## src/rtl/button_ctrl.sv

```systemverilog
// button_ctrl: debounced push-button / LED controller with a Wishbone register file.
//
// Optional feature macro: BUTTON_CTRL_IRQ_EN
//   defined   -> IRQ_EN register at 0xC, irq_o = registered OR(PRESS & IRQ_EN)
//   undefined -> no IRQ_EN register, 0xC reads 0, irq_o tied 0
//
// Ports:
//   wb_clk_i             clock, all state on rising edge
//   wb_rst_ni            asynchronous active-low reset
//   wbs_stb_i/cyc_i/we_i Wishbone strobe, cycle, write enable
//   wbs_sel_i            byte selects (only bit 0 gates writes)
//   wbs_dat_i/adr_i      write data and address (decoded on adr[3:2])
//   wbs_ack_o            single-cycle acknowledge
//   wbs_dat_o            read data, valid only in the ack cycle
//   btn_i                raw active-high buttons, asynchronous
//   led_o                LED drive
//   led_oeb_o            output enables, always driving (0)
//   irq_o                level interrupt
//
// Register map: 0x0 STATUS (db, RO), 0x4 MODE (RW), 0x8 PRESS (W1C), 0xC IRQ_EN (RW)
module button_ctrl #(
    parameter int N_CH      = 4,
    parameter int DB_CYCLES = 1000
) (
    input  logic            wb_clk_i,
    input  logic            wb_rst_ni,
    input  logic            wbs_stb_i,
    input  logic            wbs_cyc_i,
    input  logic            wbs_we_i,
    input  logic [3:0]      wbs_sel_i,
    input  logic [31:0]     wbs_dat_i,
    input  logic [31:0]     wbs_adr_i,
    output logic            wbs_ack_o,
    output logic [31:0]     wbs_dat_o,
    input  logic [N_CH-1:0] btn_i,
    output logic [N_CH-1:0] led_o,
    output logic [N_CH-1:0] led_oeb_o,
    output logic            irq_o
);
    localparam int CW = $clog2(DB_CYCLES + 1);
    localparam logic [CW-1:0] CNT_LAST = CW'(DB_CYCLES - 1);

    logic [N_CH-1:0] sync1, sync2, db, diff, hit, rise;
    logic [CW-1:0]   cnt      [N_CH];
    logic [CW-1:0]   cnt_next [N_CH];
    logic [N_CH-1:0] mode, mode_next, mode_rise, press, w1c, tog, tog_next, led_next;
    logic [N_CH-1:0] ien_val, rd_reg, wr_data;
    logic [1:0]      reg_sel;
    logic            req, wr;
    logic [31:0]     rdata;
    logic            unused;

    assign unused    = ^{wbs_sel_i[3:1], wbs_dat_i[31:N_CH], wbs_adr_i[31:4], wbs_adr_i[1:0]};
    assign led_oeb_o = '0;

    // Debounce: count consecutive mismatching cycles; the last one flips db and clears.
    assign diff = sync2 ^ db;
    assign rise = hit & sync2;

    always_comb begin
        hit = '0;
        for (int i = 0; i < N_CH; i++) begin
            hit[i]      = diff[i] && (cnt[i] == CNT_LAST);
            cnt_next[i] = (diff[i] && !hit[i]) ? cnt[i] + CW'(1) : '0;
        end
    end

    // A request is accepted only while ack is low, so acks never come back to back.
    assign req     = wbs_stb_i & wbs_cyc_i & ~wbs_ack_o;
    assign wr      = req & wbs_we_i & wbs_sel_i[0];
    assign reg_sel = wbs_adr_i[3:2];
    assign wr_data = wbs_dat_i[N_CH-1:0];

    assign mode_next = (wr && reg_sel == 2'd1) ? wr_data : mode;
    assign mode_rise = mode_next & ~mode;
    assign w1c       = (wr && reg_sel == 2'd2) ? wr_data : '0;

    // Entering toggle mode seeds the toggle state with the visible LED so it does not jump.
    assign tog_next = (mode_rise & led_o) | (~mode_rise & (tog ^ rise));
    assign led_next = (mode & tog) | (~mode & db);

    always_comb begin
        rd_reg = (reg_sel == 2'd0) ? db :
                 (reg_sel == 2'd1) ? mode :
                 (reg_sel == 2'd2) ? press : ien_val;
        rdata  = {{(32 - N_CH){1'b0}}, rd_reg};
    end

    always_ff @(posedge wb_clk_i or negedge wb_rst_ni) begin
        if (!wb_rst_ni) begin
            sync1     <= '0;
            sync2     <= '0;
            db        <= '0;
            cnt       <= '{default: '0};
            mode      <= '0;
            press     <= '0;
            tog       <= '0;
            led_o     <= '0;
            wbs_ack_o <= 1'b0;
            wbs_dat_o <= '0;
        end else begin
            sync1     <= btn_i;
            sync2     <= sync1;
            db        <= db ^ hit;
            cnt       <= cnt_next;
            mode      <= mode_next;
            press     <= (press & ~w1c) | rise;
            tog       <= tog_next;
            led_o     <= led_next;
            wbs_ack_o <= req;
            wbs_dat_o <= (req && !wbs_we_i) ? rdata : '0;
        end
    end

`ifdef BUTTON_CTRL_IRQ_EN
    logic [N_CH-1:0] irq_en;

    assign ien_val = irq_en;

    always_ff @(posedge wb_clk_i or negedge wb_rst_ni) begin
        if (!wb_rst_ni) begin
            irq_en <= '0;
            irq_o  <= 1'b0;
        end else begin
            irq_en <= (wr && reg_sel == 2'd3) ? wr_data : irq_en;
            irq_o  <= |(press & irq_en);
        end
    end
`else
    assign ien_val = '0;
    assign irq_o   = 1'b0;
`endif

endmodule

```

## config.mk

```make
export PLATFORM = sky130hd
export DESIGN_NAME = button_ctrl
export DESIGN_NICKNAME = d
export VERILOG_FILES = /design/src/rtl/button_ctrl.sv
export SDC_FILE = /design/constraint.sdc
export NUM_CORES = 1
export LEC_CHECK = 0
export BUFFER_PORTS_ARGS = -buffer_cell sky130_fd_sc_hd__buf_2
export CORE_ASPECT_RATIO = 0.5
export CORE_MARGIN = 4
export CORE_UTILIZATION = 45
export CTS_CLUSTER_SIZE = 14
export DETAILED_ROUTE_END_ITERATION = 7
export HOLD_SLACK_MARGIN = 0.12
export PLACE_DENSITY = 0.83
export SLEW_MARGIN = 15
export SYNTH_ARGS = -nofsm -noshare
export SYNTH_HDL_FRONTEND = slang
export SYNTH_SLANG_ARGS = --single-unit
```

## constraint.sdc

```tcl
create_clock -name wb_clk_i -period 2.1 [get_ports wb_clk_i]
set_input_delay 0.525 -clock wb_clk_i [delete_from_list [all_inputs] [get_ports wb_clk_i]]
set_output_delay 0.525 -clock wb_clk_i [all_outputs]
set_load 0.01 [all_outputs]
```

==> metrics.md <==
| Metric | Value |
|---|---|
| R2R setup slack | `270 ps` |
| Crit path max fanout | `4` |
| GRT Residual Overflow | `0` |
| Initial antenna violation count | `0` |
| Setup TNS | `0 ps` |
| Vias/cell | `4.90` |
| Fillers | `594` |
| Final hold violation count | `0` |
| Wirelength per Cell | `12.8 µm` |
| Post-route insts no fill | `451` |
| Overall Global Routing Usage | `13.6%` |
| Setup WS post-layout | `269 ps` |
| Design Power | `3.33 mW` |
| Synth Flop Type | `dfrtp_1` |
| PD cells | `857 nW/µm²` |
| FF-to-FF End | `tog[0]` |
| Setup crit start | `cnt[30]` |
| Die Width | `132 µm` |
| Cell depth of the worst setup path | `5` |
| # IOs | `119` |
| Sequential Area | `1830 µm²` |
| CP Launch Type | `flop` |
| CP endpoint | `tog[0]` |
| Initial drt markers | `102` |
| Worst hold-check path type | `in2async` |
| Leak pwr | `1.88 nW` |
| Final max-slew violation count | `0` |
| PostCTS Resize Cnt | `0` |
| Maximum VDD drop | `0.000422 V` |
| Crit share post-route | `87.2%` |
| Worst setup EP type | `flop` |
| Total CTS buffers | `9` |
| WP data required | `2310 ps` |
| Post-Syn Instances | `321` |
| DP Wirelength | `3.96 mm` |
| Arr. time, crit path | `2040 ps` |
| CP Buf/Inv Count | `0` |
| Mapped cell area | `3450 µm²` |
| Final Critical Period | `1830 ps` |
| Core box area | `7380 µm²` |
| Fin nets | `434` |
| Vias in the first global route | `2172` |
| Post-DRT Antenna Nets | `0` |
| CTS sink count | `73` |
| CTS clk-pin slew, worst paths | `50 ps` |
| R2R Path Start | `cnt[30]` |
| Vias post-DR | `2208` |
| Seq/Total Area, Yosys | `52.9%` |
| Post-CTS Hold Fix Bufs | `0` |
| Kind of critical path | `reg2reg` |
| Post-Route WL | `5.79 mm` |
| CTS H-tree lvls | `3` |
| CTS tree | `done` |
| Clock network latency to the later pin of the worst-skew pair | `330 ps` |
| Post-synth ARST share | `100%` |
| Synth warn | `0` |
| Mapped Avg Cell Area | `10.8 µm²` |
| Layout Skew | `4.52 ps` |
| MaxCap Viol Count | `0` |
| Largest net degree at the start of global routing | `74` |
| Post-synth EDFFs | `0` |
| Crit path cell chain | `ha_1 > nand4b_1 > nor4_1 > xor2_1 > mux2_1` |
| Post-route DRC violation count | `0` |
| Row count | `22` |
| DP Cell Count | `438` |
| Setup violators final | `0` |
| Largest delay share family, worst path | `simple AND/OR/NAND/NOR gates` |
| Detailed Routing Iterations Pass 1 | `4` |
| CP peak stage delay | `460 ps` |
| Diode count | `0` |
| Area Overhead vs Synth | `12.8%` |
| Max Clk Rate | `546 MHz` |
| Reg2reg path depth | `5` |
| Gp weighted congestion | `0.774` |
| Post-synthesis register bit count | `73` |
| First-pass GRT wire length | `10.1 mm` |
| Outcome | `finished, final reports clean` |
| Setup bufs post-CTS | `0` |
| Die H | `69.9 µm` |
| Layout cells sized above 1 | `14.6%` |
| Unique cell type count in the Yosys netlist | `32` |
| Die area | `9220 µm²` |
| CTS Buffer Depth | `2` |
| Multi-input gate area | `1440 µm²` |
| Core Util, Final | `52.8%` |
| CTS root buf | `clkbuf_16` |
| Initial Utilization | `46.8%` |
| Cell at the slowest stage of the critical path | `nor4_1` |
| Port bufs | `24` |
| RSZ-0062 raised after global routing | `false` |
| Pre-CTS setup slack | `243 ps` |
[worst min-delay path by stage]
stage,start,to,slack (ps),cells past startpoint
2_1_floorplan,wb_rst_ni,asynchronous set/reset pin,230,0
3_3_place_gp,sync1[0],sync2[0],330,0
3_5_place_dp,sync1[3],sync2[3],330,0
4_1_cts,wb_rst_ni,cnt[9],240,2
5_1_grt,wb_rst_ni,cnt[5],260,2
6_report,wb_rst_ni,cnt[4],220,2
[worst register-to-register path, stage by stage, from the launching register on]
cell and delay [ps]:
dfrtp_1 390, ha_1 260, nand4b_1 150, nor4_1 460, xor2_1 140, mux2_1 320
[cell families after synthesis]
kind of cell    synth area share [%]
simple gates                    18.9
flops                           52.9
buf+inv                         8.81
xor+xnor                        9.64
mux                             6.38
compound gates                  1.74
fa+ha+maj                       1.45
other cells                    0.109
[layer usage]
metal  global-route usage, %  vias to the layer above  share of wire, %
met3                    5.04                       11               5.6
li1                        -                     1077                 -
met4                    4.89                        0               1.6
met2                    23.8                       61                50
met5                       0                        -                 0
met1                    15.4                     1059                43
[layout by cell type (no fill, tap or decap), types with 5 or more instances in the layout]
master      n
mux2_2     11
dfrtp_1    73
nor2_1     51
nand3_1    12
xnor2_1    26
nand2b_1    6
xor2_1     12
nor3_1     16
clkbuf_16   9
nand2_1    11
inv_1       9
buf_2      24
mux2_1      5
nand4_1     5
and3_1      7
conb_1     33
[layout make-up]
type	count	area share [%]
well taps	96	3.09
clock buffers	9	5.79
multi-input cells	233	37.0
repair buffers	26	3.79
clock inverters	4	2.44
flip-flops and latches	73	46.9
inverters	10	0.964
[sequential cells by signal, summed over array words and instances (netlist names), named ones only]
name       cells
led_o          4
wbs_dat_o      4
press          4
sync1          4
sync2          4
cnt           40
tog            4
mode           4
wbs_ack_o      1
[power breakdown]
| group | internal (mW) | total [mW] | switching, mW | leakage, nW |
|---|---|---|---|---|
| Combinational | 0.0655 | 0.183 | 0.117 | 0.738 |
| Clock | 1.14 | 1.66 | 0.522 | 0.157 |
| Sequential | 1.45 | 1.49 | 0.0394 | 0.983 |
[cell usage after synthesis (3+ instances only)]
| cell | n | area share, % |
|---|---|---|
| a21oi_1 | 4 | 0.58 |
| and3_1 | 7 | 1.3 |
| buf_4 | 34 | 7.4 |
| clkbuf_1 | 3 | 0.33 |
| dfrtp_1 | 73 | 53 |
| ha_1 | 4 | 1.5 |
| inv_1 | 9 | 0.98 |
| mux2_1 | 5 | 1.6 |
| mux2_2 | 11 | 3.6 |
| mux2i_1 | 4 | 1.2 |
| nand2_1 | 11 | 1.2 |
| nand2b_1 | 6 | 1.1 |
| nand3_1 | 12 | 1.7 |
| nand4_1 | 5 | 0.91 |
| nand4b_1 | 4 | 1.0 |
| nor2_1 | 51 | 5.5 |
| nor3_1 | 16 | 2.3 |
| nor4_1 | 3 | 0.54 |
| or2_1 | 3 | 0.54 |
| or4_1 | 4 | 0.87 |
| xnor2_1 | 26 | 6.6 |
| xor2_1 | 12 | 3.0 |
[metrics by stage]
stage	cell area (µm²)	hold slack, ps
after floorplan	3570	229
after global placement	3570	333
after detailed placement	3570	335
after CTS	3890	238
after global routing	3890	263
final	3890	218
No activity file was read; power rests on OpenSTA's default activity.
